$ cat config.mk
export PLATFORM = sky130hd
export DESIGN_NAME = mp_add_seq
export DESIGN_NICKNAME = d
export VERILOG_FILES = /design/src/rtl/mp_add_pkg.sv /design/src/rtl/cla_add16.sv /design/src/rtl/mp_add_seq.sv
export SDC_FILE = /design/constraint.sdc
export NUM_CORES = 1
export LEC_CHECK = 0
export ABC_AREA = 1
export BUFFER_PORTS_ARGS = -buffer_cell sky130_fd_sc_hd__buf_2
export CELL_PAD_IN_SITES_DETAIL_PLACEMENT = 1
export CELL_PAD_IN_SITES_GLOBAL_PLACEMENT = 2
export CORE_UTILIZATION = 29
export DETAILED_ROUTE_END_ITERATION = 8
export PLACE_DENSITY = 0.87
export SLEW_MARGIN = 20
export SYNTH_ARGS = -nofsm -noshare
export SYNTH_HDL_FRONTEND = slang
export SYNTH_SLANG_ARGS = --single-unit
$ cat constraint.sdc
create_clock -name clk -period 5.8 [get_ports clk]
set_input_delay 0.87 -clock clk [delete_from_list [all_inputs] [get_ports clk]]
set_output_delay 0.87 -clock clk [all_outputs]
set_load 0.02 [all_outputs]
$ cat src/rtl/mp_add_pkg.sv
// Shared types and constants for the multi-precision sequential adder.
package mp_add_pkg;

  typedef enum logic [1:0] {
    IDLE = 2'd0,
    RUN  = 2'd1,
    DONE = 2'd2
  } mp_state_e;

  localparam int CHUNK_W = 16;

  // Chunk index width; a single-chunk design still needs one bit.
  function automatic int idx_w(input int words);
    return (words <= 2) ? 1 : $clog2(words);
  endfunction

endpackage

$ cat src/rtl/cla_add16.sv
// Combinational 16-bit carry-lookahead adder with every carry written
// out as a flat generate/propagate sum of products.
module cla_add16 (
  input  logic [15:0] a,
  input  logic [15:0] b,
  input  logic        cin,
  output logic [15:0] sum,
  output logic        cout
);

  logic [15:0] g, p;
  logic [16:0] c;

  assign g = a & b;
  assign p = a ^ b;

  // c[i+1] = cin&p[0..i] | OR_j g[j]&p[j+1..i]: no ripple through c[i].
  always_comb begin
    logic acc, t;
    c = '0;
    c[0] = cin;
    for (int i = 0; i < 16; i++) begin
      t = cin;
      for (int k = 0; k <= i; k++) t = t & p[k];
      acc = t;
      for (int j = 0; j <= i; j++) begin
        t = g[j];
        for (int k = j + 1; k <= i; k++) t = t & p[k];
        acc = acc | t;
      end
      c[i+1] = acc;
    end
  end

  assign sum  = p ^ c[15:0];
  assign cout = c[16];

endmodule

$ cat src/rtl/mp_add_seq.sv
// Multi-precision add/subtract, one 16-bit chunk per cycle LS-first through
// a single CLA, carry chained through a register.
module mp_add_seq
  import mp_add_pkg::*;
#(
  parameter int W     = CHUNK_W,
  parameter int WORDS = 4
) (
  input  logic                 clk,
  input  logic                 rst,
  input  logic                 in_valid,
  output logic                 in_ready,
  input  logic [W*WORDS-1:0]   a,
  input  logic [W*WORDS-1:0]   b,
  input  logic                 cin,
  input  logic                 op_sub,
  output logic                 out_valid,
  input  logic                 out_ready,
  output logic [W*WORDS-1:0]   sum,
  output logic                 cout,
  output logic                 ovf
);

  localparam int N  = W * WORDS;
  localparam int IW = idx_w(WORDS);
  localparam logic [IW-1:0] LAST = IW'(WORDS - 1);

  mp_state_e     state;
  logic [IW-1:0] idx;
  logic          carry;
  logic [N-1:0]  a_q, b_q;  // b_q already holds b_eff (b or ~b)

  logic [W-1:0]  a_ch, b_ch, s_ch;
  logic          c_out;

  assign a_ch = a_q[int'(idx)*W +: W];
  assign b_ch = b_q[int'(idx)*W +: W];

  cla_add16 u_cla (
    .a    (a_ch),
    .b    (b_ch),
    .cin  (carry),
    .sum  (s_ch),
    .cout (c_out)
  );

  always_ff @(posedge clk or posedge rst) begin
    if (rst) begin
      state     <= IDLE;
      idx       <= '0;
      carry     <= 1'b0;
      a_q       <= '0;
      b_q       <= '0;
      sum       <= '0;
      cout      <= 1'b0;
      ovf       <= 1'b0;
      in_ready  <= 1'b1;
      out_valid <= 1'b0;
    end else begin
      case (state)
        IDLE: begin
          if (in_valid) begin
            a_q      <= a;
            b_q      <= op_sub ? ~b : b;
            carry    <= op_sub ? 1'b1 : cin;
            idx      <= '0;
            in_ready <= 1'b0;
            state    <= RUN;
          end
        end
        RUN: begin
          sum[int'(idx)*W +: W] <= s_ch;
          carry                 <= c_out;
          if (idx == LAST) begin
            idx       <= '0;
            cout      <= c_out;
            // Operand sign bits agree but the result sign differs.
            ovf       <= (a_q[N-1] == b_q[N-1]) && (s_ch[W-1] != a_q[N-1]);
            out_valid <= 1'b1;
            state     <= DONE;
          end else begin
            idx <= idx + 1'b1;
          end
        end
        DONE: begin
          if (out_ready) begin
            out_valid <= 1'b0;
            in_ready  <= 1'b1;
            state     <= IDLE;
          end
        end
        default: begin
          state     <= IDLE;
          in_ready  <= 1'b1;
          out_valid <= 1'b0;
        end
      endcase
    end
  end

endmodule

# After elaboration in Yosys (flattened, before gate mapping)
# Index checks and enable logic that the tools add are counted.
[classes] addsub=2 n_eq_ne=8 shift=4 n_mux=18 bitwise=278 reduce_logical=9
[op_table] cell="$and 1x1->1" n=136
[op_table] cell="$or 1x1->1" n=136
[op_table] cell="$shiftx 64x7->16" n=2
[op_table] cell="$bwmux 64" n=1
[op_table] cell="$mux 64" n=1
[op_table] cell="$not 64->64" n=1
[op_table] cell="$shift 16x33->64 const A" n=1
[op_table] cell="$shiftx 16x33->64" n=1
[op_table] cell="$neg 6->33" n=1
[op_table] cell="$xor 16x16->16" n=2
[op_table] cell="$and 16x16->16" n=1
[op_table] cell="$mux 2" n=5
[op_table] cell="$reduce_and 3->1" n=3
[op_table] cell="$mux 1" n=6
[op_table] cell="$ne 2x2->1 const B" n=3
[op_table] cell="$pmux 1 s3" n=2
[op_table] cell="$pmux 2 s3" n=1
[op_table] cell="$reduce_and 2->1" n=3
[op_table] cell="$eq 2x2->1 const B" n=2
[op_table] cell="$pmux 2 s2" n=1
[op_table] cell="$add 2x1->2 const B" n=1
[op_table] cell="$eq 2x1->1 const B" n=1
[op_table] cell="$logic_not 2->1" n=1
[op_table] cell="$not 1->1" n=2
[op_table] cell="5 further kinds" n=5
[totals] register_bits=201 input_bits=134 out_inout_bits=68 wordCells=329

# Longest topological paths before layout
# Gate-level depths: netlist of run 1.
[logic_depth] ltp_word=35 ltp_mapped=24 ltp_nobuf=22

# Cells and area by module
# From an unflattened synthesis of run 1, not the netlist that was laid out.
[hier_totals] hier_cells=1254 hier_area_um2=10246.1
[by_module_without_submodules] module="mp_add_seq" instances=1 cells_each=1145 area_each_um2=9519.1 seq_area_each_um2=5031.1
[by_module_without_submodules] module="cla_add16" instances=1 cells_each=109 area_each_um2=726.9 seq_area_each_um2=0.0

# Worst setup path after synthesis of run 1
# No wires, ideal clock.
[synth_timing] path_kind="register -> register" start="register idx[0]" end="register sum[10]" setup_ns=0.121 arrival_ns=2.871 required_time_ns=5.679 setup_slack_ns=2.809 stages_incl_launch_ff=22 path_cell_list="dfrtp_1 > clkbuf_1 > inv_1 > buf_2 > buf_1 > nor2_1 > o22ai_1 > ha_1 > buf_6 > nand2_2 > nand2_2 > nor2_2 > nand3_2 > o21ai_1 > nand2_1 > nand2_1 > nand2_1 > nand2_2 > nand2_1 > nand2_1 > nand2_2 > a22o_1"
[synth_between] elab_chain_cells=35
[synth_lines] item="from (decl)" line_no="mp_add_seq.sv:29" source="logic [IW-1:0] idx;"
[synth_lines] item="from (signal assigned)" line_no="mp_add_seq.sv:82" source="idx <= idx + 1'b1;"
[synth_lines] item="$shiftx 64x7->16 (on tied branches)" line_no="mp_add_seq.sv:36, mp_add_seq.sv:37"
[synth_lines] item="$xor 16x16->16" line_no="cla_add16.sv:15" source="assign p = a ^ b;"
[synth_lines] item="$and 1x1->1 (15 in series)" line_no="cla_add16.sv:24" source="for (int k = 0; k <= i; k++) t = t & p[k];"
[synth_lines] item="$or 1x1->1 (15 in series)" line_no="cla_add16.sv:29" source="acc = acc | t;"
[synth_lines] item="$xor 16x16->16" line_no="cla_add16.sv:35" source="assign sum = p ^ c[15:0];"
[synth_lines] item="$shiftx 16x33->64" line_no="mp_add_seq.sv:72" source="sum[int'(idx)*W +: W] <= s_ch;"
[synth_lines] item="$bwmux 64 *" line_no="mp_add_seq.sv:72"
[synth_lines] item="to (signal, indexed assignment)" line_no="mp_add_seq.sv:72"
[synth_lines] item="to (decl)" line_no="mp_add_seq.sv:19" source="output logic [W*WORDS-1:0] sum,"
# Every way passes the cells marked *; elsewhere a longest branch is shown, timed or not.
# A chain may end at the register's enable or synchronous reset.

# Final worst setup path of run 1
[layout_timing] start="register idx[0]" end="register sum[31]"
# The elaborated chain is that of the path after synthesis.

==> results of run 1 <==
power breakdown:
group	total, mW	leakage, nW	switching [mW]	internal, mW
logic	4.15	3.05	2.80	1.36
registers	2.39	2.58	0.383	2.01
clock network	1.61	0.413	0.618	0.996
cell usage after synthesis:
| library cell | instances |
|---|---|
| nand2_1 | 383 |
| dfrtp_1 | 200 |
| o21ai_0 | 160 |
| nor2_1 | 86 |
| xnor2_1 | 68 |
| clkbuf_1 | 43 |
| inv_1 | 41 |
| o22ai_1 | 30 |
| ha_1 | 23 |
| a22o_1 | 16 |
| buf_2 | 14 |
| nand3_1 | 11 |
| o21ai_1 | 11 |
| buf_1 | 9 |
| nand2_2 | 7 |
| nor2_2 | 6 |
| a21oi_1 | 5 |
| nand3_2 | 5 |
| nand2_4 | 4 |
| nand3b_1 | 3 |
| xor2_1 | 3 |
| a21o_1 | 2 |
| a32o_1 | 2 |
| a32oi_1 | 2 |
| a21oi_2 | 1 |
| buf_6 | 1 |
| clkinv_1 | 1 |
| dfstp_2 | 1 |
| fa_1 | 1 |
| inv_2 | 1 |
| nand3_4 | 1 |
| nand4_1 | 1 |
| nor2_4 | 1 |
| nor3_2 | 1 |
| nor3b_1 | 1 |
| nor4_4 | 1 |
| o211ai_1 | 1 |
| o31ai_1 | 1 |
| or2_1 | 1 |
| or3_1 | 1 |
cells by family (layout without fill, tap and decap cells):
kind of cell | count (synthesis) | in the layout | synth area share
fa+ha+maj | 24 | 24 | 0.0315
other cells | 0 | 1 | 0
flops | 201 | 201 | 0.514
simple gates | 513 | 513 | 0.215
buf+inv | 110 | 297 | 0.0448
compound gates | 231 | 231 | 0.131
xor+xnor | 71 | 71 | 0.0636
routing by layer:
metal	vias to the layer above	global-route usage
li1	4064	-
met1	4067	0.272
met2	259	0.272
met3	38	0.0295
met4	2	0.0367
met5	-	0
flip-flops by register name, summed over array words and instances (netlist names):
signal	cells
a_q	64
b_q	64
sum	64
idx	2
state	2
carry	1
cout	1
in_ready	1
out_valid	1
ovf	1
how the worst min path moves through the flow:
stage                  from      end  slack, ns  depth (start not counted)
finish              a_q[25]  a_q[25]       0.47                          2
global route        a_q[58]  a_q[58]       0.50                          2
CTS                     rst  a_q[54]       0.48                          2
detailed placement  a_q[25]  a_q[25]       0.46                          2
global placement    a_q[25]  a_q[25]       0.46                          2
floorplan           a_q[33]  a_q[33]       0.44                          2
per-stage QoR:
step / cell area, um2 / instances / hold slack, ns / power (mW) / setup WS [ns]
2_1_floorplan: 9790 / 1150 / 0.444 / 5.27 / 2.33
3_3_place_gp: 11100 / 1735 / 0.460 / 6.43 / 1.63
3_5_place_dp: 11100 / 1735 / 0.460 / 6.56 / 1.55
4_1_cts: 12000 / 1779 / 0.477 / 8.23 / 1.49
5_1_grt: 12000 / 1779 / 0.496 / 8.84 / 1.76
6_report: 12000 / 1780 / 0.472 / 8.15 / 2.06
final cells by class:
class                      count  area (um2)  area share
sequential                   201        5030       0.419
timing repair buffer         210        1080      0.0896
inverter                      43         165      0.0138
clock inverter                12         184      0.0153
multi-input combinational    839        4320       0.360
clock buffer                  32         671      0.0559
tap                          442         553      0.0461
antenna                        1        2.50    0.000208
worst max-delay path, stage by stage (launching register included):
cell and delay [ns]:
dfrtp_2 0.41, inv_2 0.46, buf_4 0.49, o21ai_0 0.15
o22ai_1 0.35, ha_1 0.37, nand2_1 0.14, inv_2 0.05
nand3_1 0.08, nand3_2 0.11, a21oi_2 0.22, nand2_2 0.10
nand3_4 0.10, nand2_4 0.06, nand2_4 0.07, nand2_4 0.05
nand2_4 0.07, nand3_2 0.12, nor2_2 0.13, nand2_1 0.07
nand2_1 0.08
==> impl_metrics.ini, run 1 <==
[run_status]
outcome = complete, no violations

[synth]
synth.top_cells.by_area = dfrtp_1, nand2_1, o21ai_0, xnor2_1, nor2_1
syn_inst = 1150
seq_area_frac_synth = 0.514
synth.avg_cell_area_um2 = 8.51
netlist_area_um2 = 9780
synth_top_area_cell = dfrtp_1
yosysUniqueCellTypes = 40
synth-seq-cells = 201
yosysWarnings = 0
synth_fp_nets = 1308
yosys.area.top_type_share = 0.512

[timing]
min_period_ns = 3.74
finalCritPeriodShare = 0.645
timing.slew.headroom = 0.281
rsz0062_at_grt = false
clock_skew_ns = 0.0319
worstMarginPinSlew_ns = 1.07
setup_viol = 0
fmax_mhz = 267
slew_violations = 0
finalSetupTns_ns = 0
hold_viol = 0

[clock_tree]
clk_pin_slew_worst_paths_ns = 0.06
cts_resized = 0
clockRootBuffer = clkbuf_16
ctsHoldBuffers = 0
clkLatencyLatePin_ns = 0.54
cts_buffer_depth = 3
cts_tree = built
cts_max_level = 1
cts_setup_buffers = 0
cts_buffers = 24
clock_sinks = 201

[detailed_routing]
ant_nets = 0
routed.top_layer = met5
dr_wl_met3_mm = 1.78
wl_met1_mm = 15.4
drt_pass1_iterations = 5
wl_mm = 30.8
drtIter0Drc = 517
wl_per_cell_um = 17.3
vias = 8430
vias_per_cell = 4.74
drc = 0
route.met2.wl_mm = 13.1

[global_routing]
track_usage = 0.181
grt_pass1_vias = 8515
gr-total-overflow = 0
grt_max_degree = 88
antenna_found_initial = 2
grt_pass1_wl_mm = 48.4

[cells_and_area]
area_delta_synth_final_pct = 22.7
layout_common_cells = nand2_1, buf_2, dfrtp_1
nFillCells = 3999
final_nets = 1477
final_core_util = 0.365
final_common_cell = nand2_1
drive_above_1_share = 0.213

[die]
io_pins = 202
dieWidth_um = 186
fp.dieArea_um2 = 34500
start_util = 0.298
rows = 66
fp.dieH_um = 186
core_um2 = 32900

[placement]
place_congestion = 0.805
port-buffer-count = 201
hpwlAfterDp_mm = 22.2

[critical_path]
crit_fanout = 41
reg2reg_depth = 20
critical_path.endpoint = sum[31]
worstSetupEndpointType = register
reg2reg_from = idx[0]
cp-startpoint = idx[0]
path_class = reg2reg
r2r-end = sum[31]
required_ns = 6.24
cp.arrival_ns = 4.19
cp-start-kind = register
rrSetupSlack_ns = 2.06

[power_and_ir_drop]
p_leak_nw = 6.04
power.density_nw_per_um2 = 679
peakVddDrop_v = 0.000229

[min_path]
hold_class = reg2reg

[run]
maxCapViolCount = 0
No activity file was read; power rests on OpenSTA's default activity.
==> run 2, diff against run 1 <==
==> constraint.sdc (replaced) <==
create_clock -name clk -period 3.23 [get_ports clk]
set_input_delay 0.4845 -clock clk [delete_from_list [all_inputs] [get_ports clk]]
set_output_delay 0.4845 -clock clk [all_outputs]
set_load 0.02 [all_outputs]
==> impl_metrics.ini, run 2 (same netlist as run 1, synthesis figures left out) <==
[timing]
finalCritPeriodShare = 0.926
fmax_mhz = 334
clock_skew_ns = 0.0277
slew_violations = 0
min_period_ns = 2.99
timing.slew.headroom = 0.334
worstMarginPinSlew_ns = 0.998
fin_ws_ns = 0.239
setup_viol = 0
rsz0062_at_grt = false
finalSetupTns_ns = 0
whs_ns = 0.0621
hold_viol = 0

[detailed_routing]
ant_nets = 0
drt_pass1_iterations = 5
wl_mm = 30.3
vias = 8398
vias_per_cell = 4.69
drtIter0Drc = 527
wl_per_cell_um = 16.9
drc = 0

[die]
start_util = 0.298
rows = 66
fp.dieH_um = 186
io_pins = 202
dieWidth_um = 186
core_um2 = 32900
fp.dieArea_um2 = 34500

[critical_path]
r2r-end = sum[60]
rrSetupSlack_ns = 0.24
path_class = reg2reg
required_ns = 3.63
cp.arrival_ns = 3.39
cp-startpoint = idx[0]
reg2reg_depth = 16
cp-start-kind = register
critical_path.endpoint = sum[60]
crit_fanout = 34
reg2reg_from = idx[0]
worstSetupEndpointType = register

[clock_tree]
clockRootBuffer = clkbuf_16
ctsHoldBuffers = 0
cts_setup_buffers = 0
clock_sinks = 201
clkLatencyLatePin_ns = 0.53
cts_buffer_depth = 3
clk_pin_slew_worst_paths_ns = 0.06
cts_buffers = 24
cts_tree = built
cts_max_level = 1

[power_and_ir_drop]
power_frac_comb = 0.520
power_switching_mw = 6.88
pwr-share-seq = 0.294
power.density_nw_per_um2 = 1220
switching_share = 0.466
clock_power_share = 0.186
internal_power_mw = 7.89
peakVddDrop_v = 0.000558
p_leak_nw = 6.10
power_mw = 14.8

[cells_and_area]
final_common_cell = nand2_1
final_core_util = 0.370
area_delta_synth_final_pct = 24.2
top_regs = a_q: 64 flops, b_q: 64 flops, sum: 64 flops
layout_common_cells = nand2_1, buf_2, dfrtp_1
final_nets = 1488
final_area_um2 = 12200
drive_above_1_share = 0.223
instances_no_fill = 1791

[global_routing]
gr-total-overflow = 0
grt_max_degree = 193
track_usage = 0.178
antenna_found_initial = 4
grt_pass1_wl_mm = 48.0
grt_pass1_vias = 8556

[placement]
pre_cts_ws_ns = 0.218
port-buffer-count = 201
hpwlAfterDp_mm = 22.2
placedCellCount = 1746
place_congestion = 0.793
dpl_cell_area_um2 = 11300

[run]
maxCapViolCount = 0

[run_status]
outcome = complete, no violations

[min_path]
hold_class = in2async
-- run 2: timing repair --
action / in CTS / in global routing
endpoints found under the setup margin: 0 / 17
endpoints found under the hold margin: 0 / 0
gates resized for setup: 0 / 8
-- run 2: power groups by stage --
stage	clock [mW]	combinational [mW]	sequential (mW)
after floorplan	0	5.05	4.42
after global placement	0	7.42	4.35
after detailed placement	0	7.61	4.37
after CTS	2.81	7.66	4.34
after global routing	2.89	8.64	4.47
final	2.74	7.68	4.34
-- run 2: worst min-delay path by stage --
stage	startpoint	endpoint	slack, ns	cells past startpoint
3_3_place_gp	a_q[25]	a_q[25]	0.46	2
3_5_place_dp	a_q[25]	a_q[25]	0.46	2
6_report	rst	sum[37]	0.06	2
5_1_grt	rst	sum[37]	0.10	2
2_1_floorplan	a_q[33]	a_q[33]	0.44	2
4_1_cts	rst	sum[37]	0.07	2
-- run 2: cell type report --
cell class                      count  area (um2)
Antenna cell                        1        2.50
Clock buffer                       31         667
Clock inverter                     13         143
Fill cell                        3985       20700
Inverter                           43         165
Multi-Input combinational cell    839        4360
Sequential cell                   201        5030
Tap cell                          442         553
Timing Repair Buffer              221        1230
-- run 2: worst max-delay path: stages (launching register included) --
cell and delay (ns):
dfrtp_2 0.43, inv_2 0.11, buf_12 0.19, o21ai_0 0.10
o22ai_1 0.25, ha_1 0.33, nand2_1 0.15, inv_2 0.05
nand3_1 0.08, nand3_2 0.12, a21oi_2 0.22, nand2_1 0.11
a21oi_1 0.16, xor2_1 0.26, nor2_1 0.12, nand3_1 0.11
nand2_1 0.06
-- run 2: metal layers --
layer | global-route usage | part of all wire | vias up
met1 | 0.270 | 0.51 | 4028
met2 | 0.267 | 0.42 | 252
met3 | 0.0266 | 0.052 | 37
met4 | 0.0318 | 0.016 | 2
met5 | 0 | 0.00043 | -
li1 | - | - | 4079
